===== src/rtl/keychain_initiator.sv =====
// keychain_initiator: sends key then message bytes over UART 8N1 and collects a MSG_BYTES response.
// Define KEYCHAIN_INIT_TIMEOUT_EN to abort when the responder stays silent for TIMEOUT_CLKS cycles.
module keychain_initiator #(
   parameter int KEY_BYTES    = 2,
   parameter int MSG_BYTES    = 1,
   parameter int BAUD_RATE    = 115_200,
   parameter int CLK_HZ       = 100_000_000,
   parameter int TIMEOUT_CLKS = 10_000_000
) (
   input  logic                   clk_in,
   input  logic                   rst_in,
   input  logic                   req_valid_in,
   output logic                   req_ready_out,
   input  logic [8*KEY_BYTES-1:0] key_in,
   input  logic [8*MSG_BYTES-1:0] msg_in,
   output logic                   tx_wire_out,
   input  logic                   rx_wire_in,
   output logic                   resp_valid_out,
   output logic [8*MSG_BYTES-1:0] resp_data_out,
   output logic                   err_out
);
   localparam int CLKS_PER_BIT = CLK_HZ / BAUD_RATE;
   localparam int HALF_BIT     = CLKS_PER_BIT / 2;
   localparam int TOT_BYTES    = KEY_BYTES + MSG_BYTES;
   localparam int TX_W         = 8 * TOT_BYTES;
   localparam int RESP_W       = 8 * MSG_BYTES;
   localparam int CNT_W        = $clog2(CLKS_PER_BIT + 1);
   localparam int BYTE_W       = $clog2(TOT_BYTES + 1);
   localparam int RB_W         = $clog2(MSG_BYTES + 1);

   if (CLKS_PER_BIT < 2) begin : g_bad_baud
      $error("CLK_HZ/BAUD_RATE must be at least 2");
   end
   if (TIMEOUT_CLKS < 1) begin : g_bad_timeout
      $error("TIMEOUT_CLKS must be positive");
   end

   typedef enum logic [2:0] {IDLE, SEND_KEY, SEND_MSG, WAIT_RESP, DONE} state_t;

   state_t              state_q, state_d;
   logic                ready_q, ready_d;
   logic                tx_q, tx_d;
   logic [TX_W-1:0]     tx_buf_q, tx_buf_d;
   logic [CNT_W-1:0]    tx_cnt_q, tx_cnt_d;
   logic [3:0]          tx_bit_q, tx_bit_d;
   logic [BYTE_W-1:0]   tx_byte_q, tx_byte_d;
   logic                rx_s1_q, rx_s2_q, rx_prev_q;
   logic                rx_busy_q, rx_busy_d;
   logic [CNT_W-1:0]    rx_cnt_q, rx_cnt_d;
   logic [3:0]          rx_bit_q, rx_bit_d;
   logic [7:0]          rx_shift_q, rx_shift_d;
   logic                rx_byte_vld, rx_frame_err, rx_fall;
   logic [RB_W-1:0]     rx_bytes_q, rx_bytes_d;
   logic [RESP_W-1:0]   resp_buf_q, resp_buf_d;
   logic [RESP_W-1:0]   resp_data_q, resp_data_d;
   logic                resp_valid_q, resp_valid_d;
   logic                err_q, err_d;
   logic                accept;

   // Line level for frame position idx: 0 start, 1..8 data LSB first, 9 stop.
   function automatic logic frame_bit(input logic [7:0] b, input logic [3:0] idx);
      logic [7:0] sh;
      sh = b >> (idx - 4'd1);
      if (idx == 4'd0)      return 1'b0;
      else if (idx >= 4'd9) return 1'b1;
      else                  return sh[0];
   endfunction

   always_comb begin
      rx_fall      = rx_prev_q & ~rx_s2_q;
      rx_busy_d    = rx_busy_q;
      rx_cnt_d     = rx_cnt_q;
      rx_bit_d     = rx_bit_q;
      rx_shift_d   = rx_shift_q;
      rx_byte_vld  = 1'b0;
      rx_frame_err = 1'b0;
      if (!rx_busy_q) begin
         if (rx_fall) begin
            rx_busy_d = 1'b1;
            rx_cnt_d  = CNT_W'(HALF_BIT - 1);
            rx_bit_d  = 4'd0;
         end
      end else if (rx_cnt_q != '0) begin
         rx_cnt_d = rx_cnt_q - 1'b1;
      end else begin
         rx_cnt_d = CNT_W'(CLKS_PER_BIT - 1);
         if (rx_bit_q == 4'd0) begin
            // A glitch that is high again at mid-bit is not a start bit.
            if (rx_s2_q) rx_busy_d = 1'b0;
            else         rx_bit_d  = 4'd1;
         end else if (rx_bit_q <= 4'd8) begin
            rx_shift_d = {rx_s2_q, rx_shift_q[7:1]};
            rx_bit_d   = rx_bit_q + 4'd1;
         end else begin
            rx_busy_d = 1'b0;
            if (rx_s2_q) rx_byte_vld  = 1'b1;
            else         rx_frame_err = 1'b1;
         end
      end
   end

`ifdef KEYCHAIN_INIT_TIMEOUT_EN
   localparam int TO_W = $clog2(TIMEOUT_CLKS + 1);
   logic [TO_W-1:0] to_cnt_q, to_cnt_d;

   always_comb begin
      to_cnt_d = to_cnt_q + 1'b1;
      if (state_q != WAIT_RESP || rx_byte_vld) to_cnt_d = '0;
   end

   always_ff @(posedge clk_in or posedge rst_in) begin
      if (rst_in) to_cnt_q <= '0;
      else        to_cnt_q <= to_cnt_d;
   end
`endif

   always_comb begin
      accept       = req_valid_in & ready_q;
      state_d      = state_q;
      tx_d         = tx_q;
      tx_buf_d     = tx_buf_q;
      tx_cnt_d     = tx_cnt_q;
      tx_bit_d     = tx_bit_q;
      tx_byte_d    = tx_byte_q;
      rx_bytes_d   = rx_bytes_q;
      resp_buf_d   = resp_buf_q;
      resp_data_d  = resp_data_q;
      resp_valid_d = 1'b0;
      err_d        = 1'b0;
      case (state_q)
         IDLE: begin
            if (accept) begin
               tx_buf_d   = {key_in, msg_in};
               tx_d       = 1'b0;
               tx_cnt_d   = '0;
               tx_bit_d   = 4'd0;
               tx_byte_d  = '0;
               rx_bytes_d = '0;
               resp_buf_d = '0;
               state_d    = SEND_KEY;
            end
         end
         SEND_KEY, SEND_MSG: begin
            if (tx_cnt_q == CNT_W'(CLKS_PER_BIT - 1)) begin
               tx_cnt_d = '0;
               if (tx_bit_q == 4'd9) begin
                  tx_bit_d  = 4'd0;
                  tx_byte_d = tx_byte_q + 1'b1;
                  tx_buf_d  = tx_buf_q << 8;
                  if (tx_byte_q == BYTE_W'(TOT_BYTES - 1)) begin
                     tx_d    = 1'b1;
                     state_d = WAIT_RESP;
                  end else begin
                     // Next start bit follows the stop bit with no idle gap.
                     tx_d = 1'b0;
                     if (tx_byte_q == BYTE_W'(KEY_BYTES - 1)) state_d = SEND_MSG;
                  end
               end else begin
                  tx_bit_d = tx_bit_q + 4'd1;
                  tx_d     = frame_bit(tx_buf_q[TX_W-1 -: 8], tx_bit_q + 4'd1);
               end
            end else begin
               tx_cnt_d = tx_cnt_q + 1'b1;
            end
         end
         WAIT_RESP: begin
            if (rx_byte_vld) begin
               resp_buf_d = (resp_buf_q << 8) | RESP_W'(rx_shift_q);
               rx_bytes_d = rx_bytes_q + 1'b1;
               if (rx_bytes_q == RB_W'(MSG_BYTES - 1)) begin
                  state_d      = DONE;
                  resp_data_d  = resp_buf_d;
                  resp_valid_d = 1'b1;
               end
            end else if (rx_frame_err) begin
               state_d = IDLE;
               err_d   = 1'b1;
            end
`ifdef KEYCHAIN_INIT_TIMEOUT_EN
            else if (to_cnt_q == TO_W'(TIMEOUT_CLKS - 1)) begin
               state_d = IDLE;
               err_d   = 1'b1;
            end
`endif
         end
         DONE:    state_d = IDLE;
         default: state_d = IDLE;
      endcase
      ready_d = (state_d == IDLE);
   end

   always_ff @(posedge clk_in or posedge rst_in) begin
      if (rst_in) begin
         state_q      <= IDLE;
         ready_q      <= 1'b0;
         tx_q         <= 1'b1;
         tx_buf_q     <= '0;
         tx_cnt_q     <= '0;
         tx_bit_q     <= 4'd0;
         tx_byte_q    <= '0;
         rx_s1_q      <= 1'b1;
         rx_s2_q      <= 1'b1;
         rx_prev_q    <= 1'b1;
         rx_busy_q    <= 1'b0;
         rx_cnt_q     <= '0;
         rx_bit_q     <= 4'd0;
         rx_shift_q   <= '0;
         rx_bytes_q   <= '0;
         resp_buf_q   <= '0;
         resp_data_q  <= '0;
         resp_valid_q <= 1'b0;
         err_q        <= 1'b0;
      end else begin
         state_q      <= state_d;
         ready_q      <= ready_d;
         tx_q         <= tx_d;
         tx_buf_q     <= tx_buf_d;
         tx_cnt_q     <= tx_cnt_d;
         tx_bit_q     <= tx_bit_d;
         tx_byte_q    <= tx_byte_d;
         rx_s1_q      <= rx_wire_in;
         rx_s2_q      <= rx_s1_q;
         rx_prev_q    <= rx_s2_q;
         rx_busy_q    <= rx_busy_d;
         rx_cnt_q     <= rx_cnt_d;
         rx_bit_q     <= rx_bit_d;
         rx_shift_q   <= rx_shift_d;
         rx_bytes_q   <= rx_bytes_d;
         resp_buf_q   <= resp_buf_d;
         resp_data_q  <= resp_data_d;
         resp_valid_q <= resp_valid_d;
         err_q        <= err_d;
      end
   end

   assign req_ready_out  = ready_q;
   assign tx_wire_out    = tx_q;
   assign resp_valid_out = resp_valid_q;
   assign resp_data_out  = resp_data_q;
   assign err_out        = err_q;
endmodule

===== config.mk =====
export PLATFORM = sky130hd
export DESIGN_NAME = keychain_initiator
export DESIGN_NICKNAME = d
export VERILOG_FILES = /design/src/rtl/keychain_initiator.sv
export SDC_FILE = /design/constraint.sdc
export NUM_CORES = 1
export LEC_CHECK = 0
export CORE_ASPECT_RATIO = 1.25
export CORE_MARGIN = 2
export CORE_UTILIZATION = 55
export DETAILED_ROUTE_END_ITERATION = 8
export DONT_BUFFER_PORTS = 1
export HOLD_SLACK_MARGIN = 0.06
export PLACE_DENSITY = 0.7
export SLEW_MARGIN = 20
export SYNTH_ARGS = -nofsm -noshare
export SYNTH_HDL_FRONTEND = slang
export SYNTH_SLANG_ARGS = --single-unit
export TNS_END_PERCENT = 50

===== constraint.sdc =====
create_clock -name clk_in -period 3.1 [get_ports clk_in]
set_clock_uncertainty 0.15 [all_clocks]
set_input_delay 0.93 -clock clk_in [delete_from_list [all_inputs] [get_ports clk_in]]
set_output_delay 0.93 -clock clk_in [all_outputs]
set_load 0.01 [all_outputs]

After elaboration in Yosys (flattened, before gate mapping)
Index checks and enable logic that the tools add are counted.
- bits in registers: 82
- output and inout bits: 12
- logic and storage cells: 127
- add/sub/neg operators: 7
- $lt $le $gt $ge: 2
- eq/ne operators: 14
- shift operators: 1
- multiplexer cells: 63
- bitwise logic cells: 6
- reduce and logical (&&, ||, !) cells: 16
- operators by type and width (cell ; count):
    $mux 24 ; 3
    $mux 10 ; 5
    $pmux 24 s2 ; 1
    $mux 4 ; 9
    $mux 1 ; 28
    $mux 3 ; 8
    $pmux 10 s2 ; 1
    $reduce_and 4->1 ; 3
    $add 10x1->10 const B ; 1
    $eq 10x10->1 const B ; 1
    $ne 2x2->1 const B ; 5
    $reduce_bool 10->1 ; 1
    $sub 10x1->10 const B ; 1
    $pmux 3 s3 ; 1
    $reduce_and 3->1 ; 3
    $add 4x1->4 const B ; 2
    $logic_not 4->1 ; 2
    $pmux 4 s2 ; 1
    $shr 8x4->1 ; 1
    $eq 3x2->1 const B ; 2
    $logic_not 3->1 ; 2
    $mux 2 ; 3
    $reduce_bool 2->1 ; 3
    $eq 4x4->1 const B ; 1
    16 further kinds ; 21

Longest topological paths before layout
Gate-level depths: netlist of run 1.
- depth in word-level cells: 9
- depth in mapped cells: 8

Worst setup path before layout of run 1
Ideal clock, no wire load.
- kind: reg2reg
- start: register rx_cnt_q[0]
- end: register resp_data_q[0], in the netlist resp_data_out[0]
- setup time: 0.127 ns
- arrival time: 2.411 ns
- required time: 2.823 ns
- slack: 0.412 ns
- stages on the path, launching flop included: 9
- path buffers: 0
- cells stage by stage: dfrtp_1 inv_1 ha_1 or4b_4 or4b_4 nor3_4 nand3_4 inv_2 mux2_1
- longest elaborated chain between the ends: 4
- ends and longest elaborated chain (element ; line ; text):
    from (decl) ; 49 ; logic [CNT_W-1:0] rx_cnt_q, rx_cnt_d;
    from (signal assigned) ; 225 ; rx_cnt_q <= rx_cnt_d;
    $reduce_bool 10->1 ; 83 ; end else if (rx_cnt_q != '0) begin
    $mux 1 ; 83 ;
    $mux 1 ; 77 ; if (!rx_busy_q) begin
    $reduce_and 3->1 (no line) ; n/a ;
    to (signal assigned) ; 230 ; resp_data_q <= resp_data_d;
    to (decl) ; 55 ; logic [RESP_W-1:0] resp_data_q, resp_data_d;
No other way between the ends.
A chain may end at the register's enable or synchronous reset.

Final worst setup path of run 1
Ends and elaborated chain as after synthesis.

==> impl_metrics.yaml, run 1 <==
power_and_ir_drop:
  switching_share_pct: 30.38
  max-vdd-ir-drop_v: 0.0003237
  p_per_area_mw_per_mm2: 514.0
  p_sw_mw: 0.6882
  intPower_mw: 1.577
  pwr-share-seq_pct: 54.1
  pwr-share-clk_pct: 34.9
  power_leakage_nw: 1.914
  combPwrFrac_pct: 11.0
timing:
  max_slew_margin_pct: 48.85
  slew_violations: 0
  setup_viol: 0
  rsz0062_at_grt: "no"
  worst_pin_slew_ns: 0.7672
  max_freq_mhz: 351.8
  setup_tns_ns: 0
  fin_crit_sh_pct: 91.69
  hold_violations: 0
  post-route-min-period_ns: 2.842
  setup_ws_ns: 0.2576
clock_network:
  ctsHoldBuffers: 0
  cts_tree: "built"
  clkSlewWorstSetupHoldPaths_ns: 0.10
  numCtsBuffers: 9
  post_cts_buffers: 0
  h-tree-depth: 3
  cts.sinks: 82
  root_buffer: "clkbuf_8"
  clkLatencyLatePin_ns: 0.39
  cts_resized: 0
  clk_path_buf_depth: 2
detailed_routing:
  dr_total_vias: 2942
  avgRoutedWirePerCell_um: 15.91
  postRouteAntennaNets: 0
  drt-initial-drc-count: 129
  vias_per_cell: 6.041
  firstDrtPassIters: 4
  route.detailed.drc: 0
  finalWirelength_um: 7748
setup_path:
  path_max_fanout: 9
  critical_path_arrival_ns: 2.96
  critical_path_required_ns: 3.22
  startpoint_type: "register"
  path_class: "reg -> reg"
  endpoint_kind: "register"
  r2r_slack_ns: 0.26
synth:
  synth_top_area_cell: "dfrtp_1"
  synth_top_area_share_pct: 48.16
  ys_top_cells_by_area: "dfrtp_1 48%, o21ai_0 5.3%, mux2i_1 5.2%"
  yosysWarnings: 0
  synth_ff_type: "dfrtp_1"
  yosysUniqueCellTypes: 59
  ys_ff_latch: 82
  syn_nets: 423
  synth_edf_count: 0
  async_flop_share_pct: 100.0
  avgSynthCellArea_um2: 10.53
  syn_area_mm2: 0.004053
  synthCells: 385
  seq_area_frac_synth_pct: 50.76
floorplanning:
  die_y_um: 99.97
  start_util_pct: 55.75
  die_x_um: 80.78
  row_count: 35
  die_area_mm2: 0.008075
  core_mm2: 0.007269
  ios: 40
grt:
  gr-usage-met1_pct: 26.42
  gr-usage-met3_pct: 6.385
  grt_max_degree: 58
  grt_busiest_layer: "met2"
  gr-total-overflow: 0
  antenna_found_initial: 0
  grt_pass1_wl_um: 13720
  grtUsageMet2_pct: 36.92
  track_usage_pct: 21.93
  grt_pass1_vias: 3094
outcome:
  outcome: "finished, final reports clean"
finish:
  area_growth_pct: 8.737
  drive_gt1_share_pct: 14.68
  fin_nets: 428
  fillers: 627
  num_antenna_cells: 0
place:
  post-dp-hpwl_um: 5534
  place_ws_ns: 0.2473
  gp_congestion: 0.8536
  port_buffers: 0
job:
  maxCapViolations: 0
worst_hold_path:
  hold_path.class: "reg -> reg"
==> cell usage after synthesis (2+ instances only) <==
cell      count
nand4b_1      2
nor2_1       15
nor3b_1       3
inv_1        18
dfrtp_1      78
clkbuf_1     12
o221ai_1      2
nand2_1      36
nand3b_1      2
mux2_2       13
o41ai_1       4
nand3_1       7
o31ai_1       4
nor2b_1       2
mux2_1        2
a31oi_1       5
or4_1         2
o21ai_0      43
buf_1         2
and3_1        4
a22oi_1       2
dfstp_2       4
nor3_1       14
mux2i_1      21
ha_1         10
a21oi_1      11
or2_2         3
o22ai_1       3
o311ai_0      2
a22o_1       14
nor4_1        3
or3_1         5
a211o_1       3
or4b_4        2
o31a_1        2
nand2b_1      7
==> final cells by class <==
cell class	count	area [um2]	area share, %
multi-input combinational	269	1879	42.65
clock inverter	7	76.32	1.732
clock buffer	9	123.9	2.811
sequential	82	2057	46.68
timing repair buffer	9	80.08	1.817
inverter	19	75.07	1.704
tap	92	115.1	2.612
==> worst max-delay path, cell delays in order, from the launching register on <==
cell	delay [ns]
dfrtp_1	0.42
inv_1	0.09
ha_1	0.14
or4b_4	0.50
or4b_4	0.59
nor3_4	0.24
nand3_4	0.17
inv_2	0.12
mux2_1	0.32
==> flip-flops by register name, indices dropped and copies added, names as in the netlist, 2 cells and up <==
register / cells
tx_buf_q: 24
rx_cnt_q: 10
tx_cnt_q: 10
resp_data_out: 8
rx_shift_q: 8
rx_bit_q: 4
tx_bit_q: 4
state_q: 3
tx_byte_q: 2
==> routing by layer <==
layer | routed length [um] | share of wire, % | up-vias
met5 | 0 | 0 | -
met4 | 179 | 2.3 | 0
met3 | 332 | 4.3 | 14
met2 | 3842 | 50 | 43
met1 | 3394 | 44 | 1456
li1 | - | - | 1429
==> per-stage QoR <==
stage	cell area (um2)	power, mW	hold slack, ns	utilization [%]	instances
after global routing	4407	2.380	0.2181	60.62	487
final	4407	2.265	0.2124	60.62	487
after floorplan	4056	1.432	0.1952	-	385
after CTS	4407	2.274	0.2126	60.62	487
after global placement	4207	1.487	0.1960	57.87	471
after detailed placement	4207	1.501	0.1981	57.87	471
==> cells in the final DEF (no fill, tap or decap), drive strengths merged, types with 10 or more instances in the layout <==
cell type,n
nor3,15
a22o,14
dfrtp,78
mux2,15
nor2,15
inv,23
nand2,36
ha,10
a21oi,11
o21ai,43
mux2i,21
==> power groups by stage <==
stage	Combinational, mW	Clock (mW)	Sequential [mW]
final	0.249	0.790	1.23
after global routing	0.289	0.849	1.24
after CTS	0.253	0.794	1.23
after detailed placement	0.253	0	1.25
after global placement	0.246	0	1.24
after floorplan	0.208	0	1.22
==> cells by family after synthesis <==
group / after synthesis / synth area share [%]
fa+ha+maj: 10 / 3.087
compound gates: 105 / 17.01
simple gates: 115 / 15.62
mux: 37 / 9.910
xor+xnor: 2 / 0.4323
buf+inv: 34 / 3.180
flops: 82 / 50.76
==> final timing paths <==
| kind | end | cells past startpoint | from |
|---|---|---|---|
| max in group asynchronous | tx_wire_out$_DFFE_PP1P_ | 2 | rst_in |
| min in group asynchronous | err_out$_DFF_PP0_ | 1 | rst_in |
| worst min register to register | rx_s2_q$_DFF_PP1_ | 0 | rx_s1_q$_DFF_PP1_ |
| worst max register to register | resp_data_out[0]$_DFFE_PP0P_ | 8 | rx_cnt_q[0]$_DFFE_PP0N_ |
| worst max-delay path | resp_data_out[0]$_DFFE_PP0P_ | 8 | rx_cnt_q[0]$_DFFE_PP0N_ |
| worst min-delay path | rx_s2_q$_DFF_PP1_ | 0 | rx_s1_q$_DFF_PP1_ |
(Power assumes the default switching activity.)
==> inputs of run 2 (changes only) <==
--- a/config.mk
+++ b/config.mk
@@ -7,11 +7,11 @@
 export LEC_CHECK = 0
 export CORE_ASPECT_RATIO = 1.25
 export CORE_MARGIN = 2
-export CORE_UTILIZATION = 55
+export CORE_UTILIZATION = 35
 export DETAILED_ROUTE_END_ITERATION = 8
 export DONT_BUFFER_PORTS = 1
 export HOLD_SLACK_MARGIN = 0.06
-export PLACE_DENSITY = 0.7
+export PLACE_DENSITY_LB_ADDON = 0.2
 export SLEW_MARGIN = 20
 export SYNTH_ARGS = -nofsm -noshare
 export SYNTH_HDL_FRONTEND = slang
==> impl_metrics.yaml, run 2 (same netlist as run 1, synthesis figures left out) <==
grt:
  grt_pass1_wl_um: 14300
  antenna_found_initial: 0
  track_usage_pct: 14.32
  gr-total-overflow: 0
  grt_max_degree: 83
  grt_pass1_vias: 2886
finish:
  final_util_pct: 40.85
  drive_gt1_share_pct: 14.47
  final_cells: 529
  final_common_cell: "dfrtp_1"
  largest-register: "tx_buf_q"
  fillers: 1104
  layout_common_cells: "78 x dfrtp_1, 43 x o21ai_0, 36 x nand2_1"
  fin_nets: 427
  num_antenna_cells: 0
  reg.largest.list: "tx_buf_q: 24 flops, rx_cnt_q: 10 flops, tx_cnt_q: 10 flops"
  largest_register_ff_count: 24
  area_growth_pct: 12.81
clock_network:
  cts_tree: "built"
  cts.sinks: 82
  ctsHoldBuffers: 0
  clkSlewWorstSetupHoldPaths_ns: 0.07
  post_cts_buffers: 0
  numCtsBuffers: 9
  clk_path_buf_depth: 2
  h-tree-depth: 3
  clkLatencyLatePin_ns: 0.34
  cts_resized: 0
  root_buffer: "clkbuf_16"
detailed_routing:
  finalWirelength_um: 8411
  route.met3.wl_um: 342
  drt-initial-drc-count: 137
  firstDrtPassIters: 4
  avgRoutedWirePerCell_um: 15.90
  vias_per_cell: 5.569
  wl_met1_um: 3977
  dr_total_vias: 2946
  route.detailed.drc: 0
  postRouteAntennaNets: 0
  dr_wl_met2_um: 3929
  routed.top_layer: "met4"
power_and_ir_drop:
  combPwrFrac_pct: 9.7
  power_leakage_nw: 1.959
  intPower_mw: 1.906
  max-vdd-ir-drop_v: 0.0002620
  p_sw_mw: 0.7101
  pwr-share-seq_pct: 46.9
  switching_share_pct: 27.15
  pwr-share-clk_pct: 43.4
  p_per_area_mw_per_mm2: 572.1
worst_hold_path:
  hold_path.class: "reg -> reg"
  hold_depth: 0
setup_path:
  critical_path_arrival_ns: 2.95
  path_max_fanout: 9
  reg2reg_from: "rx_cnt_q[0]$_DFFE_PP0N_"
  worstReg2RegEnd: "resp_data_out[0]$_DFFE_PP0P_"
  rr_worst_depth: 8
  startpoint_type: "register"
  critical_path_required_ns: 3.17
  path_class: "reg -> reg"
  endpoint_kind: "register"
  r2r_slack_ns: 0.22
  startpoint: "rx_cnt_q[0]$_DFFE_PP0N_"
  crit_path_end: "resp_data_out[0]$_DFFE_PP0P_"
floorplanning:
  die_x_um: 100.2
  die_y_um: 124.3
  row_count: 43
  start_util_pct: 36.21
  core_mm2: 0.01119
  ios: 40
  die_area_mm2: 0.01246
timing:
  setup_viol: 0
  post-route-min-period_ns: 2.875
  fin_crit_sh_pct: 92.75
  max_freq_mhz: 347.8
  worst_pin_slew_ns: 0.7558
  slew_violations: 0
  max_slew_margin_pct: 49.61
  hold_violations: 0
  setup_tns_ns: 0
  holdWs_ns: 0.2018
  rsz0062_at_grt: "no"
  setup_ws_ns: 0.2246
place:
  gp_congestion: 0.7708
  port_buffers: 0
  post-dp-hpwl_um: 5641
  place_ws_ns: 0.2357
  placedCellCount: 513
job:
  maxCapViolations: 0
outcome:
  outcome: "finished, final reports clean"
[run 2: cell types whose count changed in the layout (fill, tap and decap cells not counted), sizes merged]
cell,delta
bufinv,+1
inv,-1
clkinvlp,+1
buf,-1
clkinv,-1
[run 2: worst max-delay path, cell delays in order (launching register included)]
cell     delay [ns]
dfrtp_1        0.41
inv_1          0.10
ha_1           0.14
or4b_4         0.50
or4b_4         0.59
nor3_4         0.24
nand3_4        0.17
inv_2          0.13
mux2_1         0.33
[run 2: how the worst min path moves through the flow]
stage	startpoint	endpoint	slack, ns
finish	rx_s1_q$_DFF_PP1_	rx_s2_q$_DFF_PP1_	0.20
global route	rx_s1_q$_DFF_PP1_	rx_s2_q$_DFF_PP1_	0.20
CTS	rx_s1_q$_DFF_PP1_	rx_s2_q$_DFF_PP1_	0.21
detailed placement	rx_s1_q$_DFF_PP1_	rx_s2_q$_DFF_PP1_	0.20
global placement	rx_s1_q$_DFF_PP1_	rx_s2_q$_DFF_PP1_	0.20
floorplan	rx_s1_q$_DFF_PP1_	rx_s2_q$_DFF_PP1_	0.20
[run 2: final cells by class]
class	instances	area (um2)	share of cell area, %
clock inverters	7	93.84	2.053
flip-flops and latches	82	2057	44.99
clock buffers	9	225.2	4.926
repair buffers	8	72.57	1.587
multi-input cells	269	1879	41.11
well taps	135	168.9	3.695
inverters	19	75.07	1.642
[run 2: per-stage QoR]
step	total power, mW	instance area, um2
2_1_floorplan	1.432	4056
3_3_place_gp	1.489	4253
3_5_place_dp	1.500	4253
4_1_cts	2.649	4572
5_1_grt	2.739	4572
6_report	2.616	4572
[run 2: power by group through the flow]
stage                     combinational [mW]  sequential (mW)  clock [mW]
after floorplan                        0.208             1.22           0
after global placement                 0.247             1.24           0
after detailed placement               0.256             1.24           0
after CTS                              0.257             1.22        1.17
after global routing                   0.292             1.24        1.21
final                                  0.253             1.23        1.13
[run 2: routing by layer]
metal / vias to the layer above / track usage [%]
li1: 1428 / -
met1: 1457 / 19.69
met2: 52 / 21.04
met3: 9 / 3.704
met4: 0 / 6.608
met5: - / 0
